$ cat src/rtl/alu_link_pkg.sv
// Shared types and constants for the UART <-> ALU framed command link.
package alu_link_pkg;

   // Sequencer states: receive a 5-byte command, execute, send a 3-byte reply.
   typedef enum logic [3:0] {
      ST_IDLE,
      ST_GET_A,
      ST_GET_B,
      ST_GET_OP,
      ST_GET_CHK,
      ST_EXEC,
      ST_TX_SYNC,
      ST_TX_RES,
      ST_TX_STAT
   } seq_state_t;

   // Frame start marker used for both command and response frames.
   localparam logic [7:0] DEFAULT_SYNC_BYTE = 8'hA5;

   // Status byte values returned in the response frame.
   localparam logic [7:0] STAT_OK  = 8'h00;
   localparam logic [7:0] STAT_CHK = 8'h01;

endpackage

$ cat src/rtl/alu_frame_sequencer_if.sv
// Bundles the UART byte handshake and the ALU operand/result lines.
// master: the sequencer side; slave: the UART/ALU side.
interface alu_frame_sequencer_if #(
   parameter int DATA_SIZE   = 8,
   parameter int OPCODE_SIZE = 6
);
   logic                   i_rx_done_tick;
   logic [7:0]             i_rx_data;
   logic                   i_tx_done_tick;
   logic [DATA_SIZE-1:0]   i_res_alu;
   logic [DATA_SIZE-1:0]   o_a;
   logic [DATA_SIZE-1:0]   o_b;
   logic [OPCODE_SIZE-1:0] o_opcode;
   logic [7:0]             o_tx_data;
   logic                   o_tx_start;
   logic                   o_busy;
   logic                   o_err;

   modport master (
      input  i_rx_done_tick, i_rx_data, i_tx_done_tick, i_res_alu,
      output o_a, o_b, o_opcode, o_tx_data, o_tx_start, o_busy, o_err
   );

   modport slave (
      output i_rx_done_tick, i_rx_data, i_tx_done_tick, i_res_alu,
      input  o_a, o_b, o_opcode, o_tx_data, o_tx_start, o_busy, o_err
   );
endinterface

$ cat src/rtl/alu_frame_sequencer_rx_watchdog.sv
// Inter-byte timeout counter: clears on demand, counts while enabled,
// and flags expiry on the last cycle of the allowed window.
module rx_watchdog #(
   parameter int TIMEOUT_CYCLES = 50000
) (
   input  logic clock_i,
   input  logic reset_i,
   input  logic clear_i,
   input  logic enable_i,
   output logic expired_o
);
   localparam int CW = $clog2(TIMEOUT_CYCLES + 1);

   logic [CW-1:0] count_q;
   logic [CW-1:0] count_d;

   // Clear has priority so an accepted byte always restarts the window.
   always_comb begin
      count_d = count_q;
      if (clear_i) begin
         count_d = '0;
      end else if (enable_i) begin
         count_d = count_q + 1'b1;
      end
   end

   // Counter register.
   always_ff @(posedge clock_i) begin
      if (reset_i) begin
         count_q <= '0;
      end else begin
         count_q <= count_d;
      end
   end

   assign expired_o = enable_i && !clear_i && (count_q == CW'(TIMEOUT_CYCLES - 1));

endmodule

$ cat src/rtl/alu_frame_sequencer.sv
// Framed command controller between a UART byte interface and a
// combinational ALU. Optional inter-byte timeout: define RX_TIMEOUT_EN.
module alu_frame_sequencer
   import alu_link_pkg::*;
#(
   parameter int         DATA_SIZE      = 8,
   parameter int         OPCODE_SIZE    = 6,
   parameter logic [7:0] SYNC_BYTE      = DEFAULT_SYNC_BYTE,
   parameter int         TIMEOUT_CYCLES = 50000
) (
   input  logic                  i_clk,
   input  logic                  i_reset,
   alu_frame_sequencer_if.master bus
);
   // The UART byte is fixed at 8 bits, so operands and results must match it.
   if (DATA_SIZE != 8) begin : g_bad_data_size
      $error("alu_frame_sequencer: DATA_SIZE must be 8");
   end
   if (TIMEOUT_CYCLES < 2) begin : g_bad_timeout
      $error("alu_frame_sequencer: TIMEOUT_CYCLES must be at least 2");
   end

   seq_state_t             state_q, state_d;
   logic [DATA_SIZE-1:0]   a_q, a_d;
   logic [DATA_SIZE-1:0]   b_q, b_d;
   logic [OPCODE_SIZE-1:0] op_q, op_d;
   logic [7:0]             opByte_q, opByte_d;
   logic                   chkOk_q, chkOk_d;
   logic [DATA_SIZE-1:0]   result_q, result_d;
   logic [7:0]             status_q, status_d;
   logic [7:0]             txData_q, txData_d;
   logic                   txStart_q, txStart_d;
   logic                   err_q, err_d;
   logic                   timeoutHit;
   logic                   chkMatch;

   // The checksum covers the whole opcode byte, not just the opcode bits.
   assign chkMatch = (bus.i_rx_data == (a_q ^ b_q ^ opByte_q));

`ifdef RX_TIMEOUT_EN
   logic inFrame;
   logic wdClear;

   assign inFrame = (state_q == ST_GET_A) || (state_q == ST_GET_B) ||
                    (state_q == ST_GET_OP) || (state_q == ST_GET_CHK);
   assign wdClear = bus.i_rx_done_tick &&
                    (inFrame || ((state_q == ST_IDLE) && (bus.i_rx_data == SYNC_BYTE)));

   rx_watchdog #(
      .TIMEOUT_CYCLES (TIMEOUT_CYCLES)
   ) u_rx_watchdog (
      .clock_i   (i_clk),
      .reset_i   (i_reset),
      .clear_i   (wdClear),
      .enable_i  (inFrame),
      .expired_o (timeoutHit)
   );
`else
   assign timeoutHit = 1'b0;
`endif

   // Next-state and register updates; TX start is a pulse raised only on entry to a TX state.
   always_comb begin
      state_d   = state_q;
      a_d       = a_q;
      b_d       = b_q;
      op_d      = op_q;
      opByte_d  = opByte_q;
      chkOk_d   = chkOk_q;
      result_d  = result_q;
      status_d  = status_q;
      txData_d  = txData_q;
      txStart_d = 1'b0;
      err_d     = 1'b0;
      case (state_q)
         ST_IDLE: begin
            if (bus.i_rx_done_tick && (bus.i_rx_data == SYNC_BYTE)) begin
               state_d = ST_GET_A;
            end
         end
         ST_GET_A: begin
            if (bus.i_rx_done_tick) begin
               a_d     = bus.i_rx_data;
               state_d = ST_GET_B;
            end else if (timeoutHit) begin
               state_d = ST_IDLE;
               err_d   = 1'b1;
            end
         end
         ST_GET_B: begin
            if (bus.i_rx_done_tick) begin
               b_d     = bus.i_rx_data;
               state_d = ST_GET_OP;
            end else if (timeoutHit) begin
               state_d = ST_IDLE;
               err_d   = 1'b1;
            end
         end
         ST_GET_OP: begin
            if (bus.i_rx_done_tick) begin
               op_d     = bus.i_rx_data[OPCODE_SIZE-1:0];
               opByte_d = bus.i_rx_data;
               state_d  = ST_GET_CHK;
            end else if (timeoutHit) begin
               state_d = ST_IDLE;
               err_d   = 1'b1;
            end
         end
         ST_GET_CHK: begin
            if (bus.i_rx_done_tick) begin
               chkOk_d = chkMatch;
               err_d   = !chkMatch;
               state_d = ST_EXEC;
            end else if (timeoutHit) begin
               state_d = ST_IDLE;
               err_d   = 1'b1;
            end
         end
         ST_EXEC: begin
            if (chkOk_q) begin
               result_d = bus.i_res_alu;
               status_d = STAT_OK;
            end else begin
               result_d = '0;
               status_d = STAT_CHK;
            end
            txData_d  = SYNC_BYTE;
            txStart_d = 1'b1;
            state_d   = ST_TX_SYNC;
         end
         ST_TX_SYNC: begin
            if (bus.i_tx_done_tick) begin
               txData_d  = result_q;
               txStart_d = 1'b1;
               state_d   = ST_TX_RES;
            end
         end
         ST_TX_RES: begin
            if (bus.i_tx_done_tick) begin
               txData_d  = status_q;
               txStart_d = 1'b1;
               state_d   = ST_TX_STAT;
            end
         end
         ST_TX_STAT: begin
            if (bus.i_tx_done_tick) begin
               state_d = ST_IDLE;
            end
         end
         default: begin
            state_d = ST_IDLE;
         end
      endcase
   end

   // State and datapath registers with synchronous reset.
   always_ff @(posedge i_clk) begin
      if (i_reset) begin
         state_q   <= ST_IDLE;
         a_q       <= '0;
         b_q       <= '0;
         op_q      <= '0;
         opByte_q  <= '0;
         chkOk_q   <= 1'b0;
         result_q  <= '0;
         status_q  <= '0;
         txData_q  <= '0;
         txStart_q <= 1'b0;
         err_q     <= 1'b0;
      end else begin
         state_q   <= state_d;
         a_q       <= a_d;
         b_q       <= b_d;
         op_q      <= op_d;
         opByte_q  <= opByte_d;
         chkOk_q   <= chkOk_d;
         result_q  <= result_d;
         status_q  <= status_d;
         txData_q  <= txData_d;
         txStart_q <= txStart_d;
         err_q     <= err_d;
      end
   end

   assign bus.o_a        = a_q;
   assign bus.o_b        = b_q;
   assign bus.o_opcode   = op_q;
   assign bus.o_tx_data  = txData_q;
   assign bus.o_tx_start = txStart_q;
   assign bus.o_busy     = (state_q != ST_IDLE);
   assign bus.o_err      = err_q;

endmodule
$ cat src/flat_wrapper.sv
// flat-port wrapper written by rule: the top's interface ports become plain ports
module alu_frame_sequencer_flat import alu_link_pkg::*;
#(
   parameter int         DATA_SIZE      = 8,
   parameter int         OPCODE_SIZE    = 6,
   parameter logic [7:0] SYNC_BYTE      = DEFAULT_SYNC_BYTE,
   parameter int         TIMEOUT_CYCLES = 50000
)
  (i_clk, i_reset, bus_i_rx_done_tick, bus_i_rx_data, bus_i_tx_done_tick, bus_i_res_alu, bus_o_a, bus_o_b, bus_o_opcode, bus_o_tx_data, bus_o_tx_start, bus_o_busy, bus_o_err);
  alu_frame_sequencer_if #(.DATA_SIZE(DATA_SIZE), .OPCODE_SIZE(OPCODE_SIZE)) bus_i ();
  input  logic i_clk;
  input  logic i_reset;
  input wire logic [$bits(bus_i.i_rx_done_tick)-1:0] bus_i_rx_done_tick;
  input wire logic [$bits(bus_i.i_rx_data)-1:0] bus_i_rx_data;
  input wire logic [$bits(bus_i.i_tx_done_tick)-1:0] bus_i_tx_done_tick;
  input wire logic [$bits(bus_i.i_res_alu)-1:0] bus_i_res_alu;
  output wire logic [$bits(bus_i.o_a)-1:0] bus_o_a;
  output wire logic [$bits(bus_i.o_b)-1:0] bus_o_b;
  output wire logic [$bits(bus_i.o_opcode)-1:0] bus_o_opcode;
  output wire logic [$bits(bus_i.o_tx_data)-1:0] bus_o_tx_data;
  output wire logic [$bits(bus_i.o_tx_start)-1:0] bus_o_tx_start;
  output wire logic [$bits(bus_i.o_busy)-1:0] bus_o_busy;
  output wire logic [$bits(bus_i.o_err)-1:0] bus_o_err;
  assign bus_i.i_rx_done_tick = bus_i_rx_done_tick;
  assign bus_i.i_rx_data = bus_i_rx_data;
  assign bus_i.i_tx_done_tick = bus_i_tx_done_tick;
  assign bus_i.i_res_alu = bus_i_res_alu;
  assign bus_o_a = bus_i.o_a;
  assign bus_o_b = bus_i.o_b;
  assign bus_o_opcode = bus_i.o_opcode;
  assign bus_o_tx_data = bus_i.o_tx_data;
  assign bus_o_tx_start = bus_i.o_tx_start;
  assign bus_o_busy = bus_i.o_busy;
  assign bus_o_err = bus_i.o_err;
  alu_frame_sequencer #(.DATA_SIZE(DATA_SIZE), .OPCODE_SIZE(OPCODE_SIZE), .SYNC_BYTE(SYNC_BYTE), .TIMEOUT_CYCLES(TIMEOUT_CYCLES)) u_core (.i_clk(i_clk), .i_reset(i_reset), .bus(bus_i));
endmodule
$ cat config.mk
export PLATFORM = sky130hd
export DESIGN_NAME = alu_frame_sequencer_flat
export DESIGN_NICKNAME = d
export VERILOG_FILES = /design/src/rtl/alu_link_pkg.sv /design/src/rtl/alu_frame_sequencer_if.sv /design/src/rtl/alu_frame_sequencer_rx_watchdog.sv /design/src/rtl/alu_frame_sequencer.sv /design/src/flat_wrapper.sv
export SDC_FILE = /design/constraint.sdc
export NUM_CORES = 1
export LEC_CHECK = 0
export ABC_AREA = 1
export CORE_MARGIN = 4
export CORE_UTILIZATION = 40
export CTS_CLUSTER_SIZE = 20
export DETAILED_ROUTE_END_ITERATION = 8
export PLACE_DENSITY = 0.71
export SLEW_MARGIN = 5
export SYNTH_ARGS = -nofsm -noshare
export SYNTH_HDL_FRONTEND = slang
export SYNTH_SLANG_ARGS = --single-unit
$ cat constraint.sdc
create_clock -name i_clk -period 2.3 [get_ports i_clk]
set_clock_uncertainty 0.05 [all_clocks]
set_input_delay 0.575 -clock i_clk [delete_from_list [all_inputs] [get_ports i_clk]]
set_output_delay 0.575 -clock i_clk [all_outputs]
set_load 0.05 [all_outputs]
### Yosys cells after proc, flatten, opt, wreduce, memory -nomap -nowiden

Index checks and enable logic that the tools add are counted.

* register bits after elaboration: 61
* output and inout bits: 33
* logic and storage cells: 62

* equal/unequal tests: 18
* mux-type cells: 16
* bitwise logic cells: 4
* reduce and logical (&&, ||, !) cells: 13

Operators by type and width (number)
* one-hot mux 4 bit (9 select lines): 1
* 2-to-1 mux 4 bit: 8
* 2-to-1 mux 8 bit: 3
* one-hot mux 8 bit (3 select lines): 1
* equality test 4 x 3 -> 1 bit, second input constant: 4
* XOR 8 bit: 2
* inequality test 2 bit, second input constant: 7
* equality test 4 x 2 -> 1 bit, second input constant: 2
* equality test 8 bit: 1
* equality test 8 bit, second input constant: 1
* AND reduction 2 bit: 4
* AND reduction 8 bit: 1
* equality test 4 x 1 -> 1 bit, second input constant: 1
* equality test 4 bit, second input constant: 1
* zero test 4 bit: 1
* nonzero test 4 bit: 1
* AND reduction 3 bit: 1
* nonzero test 3 bit: 1
* OR reduction 3 bit: 1
* 2-to-1 mux 1 bit: 2
* inequality test 2 x 1 -> 1 bit, second input constant: 1
* NOT 1 bit: 2
* one-hot mux 1 bit (2 select lines): 1
* OR reduction 2 bit: 1
* other kinds (2): 2

### Logic depth before layout (Yosys ltp)

* depth in word-level cells: 4
* gate-level depth with buffers: 11

### Least setup slack after synthesis

OpenSTA, ideal clock, no wires.

* path kind: flip-flop to output port
* start: register u_core.state_q[3]
* end: output bus_o_busy
* arrival: 906 ps
* setup slack: 769 ps
* stages on the path, launching flop included: 3
* buffers on the path: 0
* cells stage by stage: dfxtp_1 > nor2_4 > nand2_1

* cells in the longest elaborated chain, start to end: 1

Ends and longest elaborated chain
* start: declaration: line alu_frame_sequencer.sv:23 `seq_state_t state_q, state_d;`
* start signal: assignment: line alu_frame_sequencer.sv:171 `state_q <= state_d;`
* nonzero test 4 bit: line alu_frame_sequencer.sv:190 `assign bus.o_busy = (state_q != ST_IDLE);`
* end: declaration: line flat_wrapper.sv:22 `output wire logic [$bits(bus_i.o_busy)-1:0] bus_o_busy;`

Every way passes these cells.

### Worst setup path in the final report

* start: register u_core.a_q[2], in the netlist u_core.bus.o_a[2]
* end: output bus_o_a[2]

RTL lines
* start: declaration: line alu_frame_sequencer.sv:24 `logic [DATA_SIZE-1:0] a_q, a_d;`
* start signal: assignment: line alu_frame_sequencer.sv:160 `a_q <= '0;`
* start signal: assignment: line alu_frame_sequencer.sv:172 `a_q <= a_d;`
* end: declaration: line flat_wrapper.sv:17 `output wire logic [$bits(bus_i.o_a)-1:0] bus_o_a;`

No word-level cell between the ends.

==> metrics.txt <==
via count of the first global-routing pass=2008; portion of the clock cycle consumed by the worst path in the final layout=0.953; number of buffers between clock root and the deepest sink=2; number of iterations in the first detailed-routing pass=4; Worst Setup End Kind=output pin; leakage power total=1.28 nW; power per cell area=959 nW/um^2; max frequency=456 MHz; DRC marker count from the first detailed-route iteration=86; Net Count, Synth=353; worst-skew pair later-pin latency=0.30 ns; unrepaired setup endpoints after global routing=false; number of violations of the max-capacitance limit=0; most frequently used cell type in the post-synthesis netlist=nand2_1; headroom to the max-slew limit=0.663; clock buffer count from CTS=5; via count=2140; final WL=5080 um; type of the worst setup path=reg -> out; final weighted congestion of routability-driven global placement=0.855; placeable core region=5570 sq um; Post-CTS Hold Buffers=0; clock edge transition at the registers on the reported setup and hold paths=0.09 ns; first-pass GRT wire length=8830 um; initial antenna violation count=0; FP Rows=27; cells along the critical path=clkdlybuf4s50_1; postcts setup bufs=0; data arrival at the endpoint of the critical path=1.57 ns; Worst Tran Pin Value=0.504 ns; vertical die dimension=84.4 um; status=finished, final reports clean; final-report hold violation count=0; H-Tree Depth=2; CP Launch Type=flip-flop; Layout Nets=404; count of state elements after synthesis=48; final number of setup-violating endpoints=0; GRT Resource Usage Total=0.149; final core area utilization=0.541; top area cells in the synthesized netlist=dfxtp_1, nand2_1, nor2_1, o21ai_0, inv_1; Sinks on Clock Net=48; top cell type by total area after synthesis=dfxtp_1; Post-synth EDFFs=0; Yosys warnings=0; kind of cell adding the most delay to the critical path=buffers and inverters; endpoint required time on the critical path=1.67 ns; slowest stage cell, crit path=clkdlybuf4s50_1; total die area=7120 sq um; commonest cells in the netlist=nand2_1, dfxtp_1, nor2_1; Synth Flop Type=dfxtp_1; sequential fraction of the synthesis area=0.412; number of nets still failing antenna checks after routing=0; residual DRC count=0; vias per std cell=4.68; grt total ovfl=0; number of max-slew violations in the final report=0; half-perimeter wire length of the detailed placement result=3870 um; average instance area after synthesis=7.01 sq um; maximum number of pins on one net before global-route repair=25; CTS tree=built; count of unique library cells instantiated by Yosys=27; post-synthesis instance area=2330 sq um; input/output buffers=52; cells resized by post-CTS repair=0; type of the most critical hold path=reg -> reg; CP bufs+invs=1; number of instances in the synthesized netlist=333; number of filler instances in the final layout=582; relative area change from synthesis to final layout=29.2%; shortest clock period the worst path allows after layout=2.19 ns; Synth top area share=0.412; starting utilization of the core area=0.419; share of final-layout standard cells stronger than drive strength 1=0.0831; fraction of registers with async set or reset after synthesis=0; wire per inst=11.1 um; IO Count=53; slowest stage delay, CP=0.84 ns; Setup TNS Final=0 ns; worst voltage drop across the vdd grid=0.000395 V; Root Buffer=clkbuf_8; number of antenna repair diodes=0; critical-path maximum fanout=4; horizontal die dimension=84.4 um
## sequential cells by signal, indices dropped and copies added (netlist names)
| name | count |
|---|---|
| u_core.state_q | 4 |
| u_core.status_q | 1 |
| u_core.bus.o_tx_data | 8 |
| u_core.opByte_q | 8 |
| u_core.result_q | 8 |
| u_core.bus.o_a | 8 |
| u_core.bus.o_b | 8 |
| u_core.bus.o_err | 1 |
| u_core.chkOk_q | 1 |
| u_core.bus.o_tx_start | 1 |
## final cells by class
| cell class | count | area [sq um] | area share |
|---|---|---|---|
| clock buffer | 6 | 82.6 | 0.0274 |
| clock inverter | 2 | 38.8 | 0.0129 |
| inverter | 44 | 170 | 0.0564 |
| multi-input combinational | 228 | 1120 | 0.371 |
| sequential | 48 | 961 | 0.319 |
| tap | 72 | 90.1 | 0.0299 |
| timing repair buffer | 57 | 556 | 0.184 |
## placed cells by master (no fill, tap or decap), drive strengths merged
master and instances:
a21oi 25, nand2 82, inv 44, clkinv 1
buf 6, nor3 5, o21ai 34, nor2 50
bufinv 1, dfxtp 48, a211oi 1, clkbuf 6
xnor2 7, clkdlybuf4s50 51, nand3 9, o32ai 1
xor2 7, a22oi 6, o21bai 1
## power by group
group	internal (mW)	switching, mW
Clock	0.356	0.284
Sequential	0.945	0.114
Combinational	0.404	0.789
## per-layer routing
metal	track usage	vias up	routed length, um
li1	-	1145	-
met1	0.183	943	2280
met2	0.253	48	2480
met3	0.0442	4	288
met4	0.0446	0	35
met5	0	-	0
## worst paths after layout
kind / from / endpoint / slack [ns] / depth (start not counted)
worst max register to register: u_core.state_q[0]$_SDFFE_PP0P_ / u_core.opByte_q[5]$_SDFFE_PP0P_ / 0.78 / 5
worst max-delay path: u_core.bus.o_a[2]$_SDFFE_PP0P_ / bus_o_a[2] / 0.11 / 1
worst min register to register: u_core.opByte_q[6]$_SDFFE_PP0P_ / u_core.opByte_q[6]$_SDFFE_PP0P_ / 0.42 / 2
worst min-delay path: u_core.opByte_q[6]$_SDFFE_PP0P_ / u_core.opByte_q[6]$_SDFFE_PP0P_ / 0.42 / 2
## cell families (layout without fill, tap and decap cells)
logic type             Yosys count  in the layout  share of synthesized area
XOR/XNOR                        14             14                     0.0525
buffers and inverters           57            109                      0.110
flip-flops                      48             48                      0.412
AND/OR/NAND/NOR                146            146                      0.268
AO/OA/AOI/OAI                   68             68                      0.158
## through the flow
| step | area (sq um) | hold WS [ns] | power [mW] | std cells | setup slack (ns) |
|---|---|---|---|---|---|
| finish | 3020 | 0.419 | 2.89 | 457 | 0.107 |
| global route | 3020 | 0.442 | 3.10 | 457 | 0.0227 |
| CTS | 3020 | 0.422 | 2.92 | 457 | 0.0921 |
| detailed placement | 2890 | 0.408 | 2.28 | 449 | 0.164 |
| global placement | 2890 | 0.401 | 2.26 | 449 | 0.206 |
| floorplan | 2330 | 0.386 | 1.94 | 333 | 0.769 |
Power figures use the tool's default switching activity.
==> patch (config.mk and constraints unchanged) <==
The option `RX_TIMEOUT_EN` is turned on by a define.
--- a/src/rtl/alu_frame_sequencer.sv
+++ b/src/rtl/alu_frame_sequencer.sv
@@ -1,4 +1,6 @@
 // Framed command controller between a UART byte interface and a
 // combinational ALU. Optional inter-byte timeout: define RX_TIMEOUT_EN.
+`define RX_TIMEOUT_EN
+
 module alu_frame_sequencer
    import alu_link_pkg::*;
Formal check against the unedited RTL: same outputs for any inputs over 10 cycles, from zero or initial values and one cycle with i_reset high; that may be too few to reach the edited logic, so the function may still have changed.
==> patch against the original RTL <==
  * Sequential power rose by 5%
  * Critical path depth unchanged
  * Setup slack worse by 0.010 ns
  * Total power is 26% lower
  * Design area up 29%
  * Sequential cell count increased by 16
  * Utilization is 1.4 points lower
  * Highest routed layer unchanged
  * Die area increased by 29%
  * Register-to-register slack got worse by 0.15 ns
  * Area after synthesis rose by 32%
  * Largest power group is now sequential cells
  * Routed wire length increased by 42%
==> patch: results <==
{
  "insertion_delay_ns": 0.34,
  "synth_nets": 456,
  "maxSlewHeadroom_pct": 64.5,
  "nFillCells": 730,
  "fin_hold_ws_ns": 0.414,
  "synthTopCellsByArea": "dfxtp_1, nand2_1, a21oi_1, nor2_1, xnor2_1",
  "crit_fanout": 3,
  "crit_start": "u_core.opByte_q[2]$_SDFFE_PP0P_",
  "r2r_slack_ns": 0.63,
  "drt_iter0_markers": 107,
  "seq_area_frac_synth_pct": 41.4,
  "wl_met2_um": 3300,
  "holdCritStartpoint": "u_core.u_rx_watchdog.count_q[15]$_SDFFE_PP0N_",
  "p_leak_nw": 1.50,
  "firstDrtPassIters": 5,
  "worstReg2RegStart": "u_core.state_q[1]$_SDFFE_PP0P_",
  "reg2regPathDepth": 7,
  "grt_max_degree": 27,
  "endpoint": "bus_o_opcode[2]",
  "ctsHtreeMaxLevel": 3,
  "nets": 510,
  "vdd.ir_drop.worst_mv": 0.332,
  "hold_path_end": "u_core.u_rx_watchdog.count_q[15]$_SDFFE_PP0N_",
  "clk_pin_slew_worst_paths_ns": 0.06,
  "drive_above_1_share_pct": 9.13,
  "grt_pass1_wl_um": 11900,
  "gp_congestion": 0.887,
  "synth_commonest_cells": "nand2_1, dfxtp_1, nor2_1",
  "numCtsBuffers": 9,
  "run_status": "finished, final reports clean",
  "grt_pass1_vias": 2686,
  "timing.rr.end": "u_core.result_q[3]$_SDFFE_PP0P_",
  "m1WireLength_um": 3410,
  "synth_cell_types": 29,
  "met3_length_um": 408
}
[patch: logic make-up after synthesis]
family | after synthesis | synth area share, %
xor gates and xnor gates | 27 | 7.65
buffers and inverters | 56 | 8.17
adders and majority gates | 1 | 0.405
and+or+nand+nor | 207 | 29.0
DFF | 64 | 41.4
AOI/OAI and AO/OA | 80 | 13.3
[patch: power breakdown]
group,leakage (nW),total [mW],switching [mW],internal [mW]
Sequential,0.515,1.11,0.000313,1.11
Clock,0.0975,0.909,0.408,0.501
Combinational,0.887,0.110,0.0562,0.0533
Total,1.50,2.13,0.464,1.66
[patch: per-stage QoR]
step,cells,area [µm²],setup slack (ns)
2_1_floorplan,435,3090,0.642
3_3_place_gp,577,3690,0.0587
3_5_place_dp,577,3690,0.0227
4_1_cts,592,3880,0.0938
5_1_grt,592,3880,0.0561
6_report,592,3880,0.0972
[patch: final cells by class]
type	instances	area share, %
clock buffer	13	4.61
tap	99	3.19
inverter	39	3.84
multi-input combinational	315	40.1
timing repair buffer	60	14.9
sequential	64	33.0
clock inverter	2	0.322
[patch: metal layers]
layer	GRT usage (%)	vias to the layer above
met5	0	-
met4	6.75	0
met3	2.58	8
met2	27.0	77
met1	21.2	1302
li1	-	1485
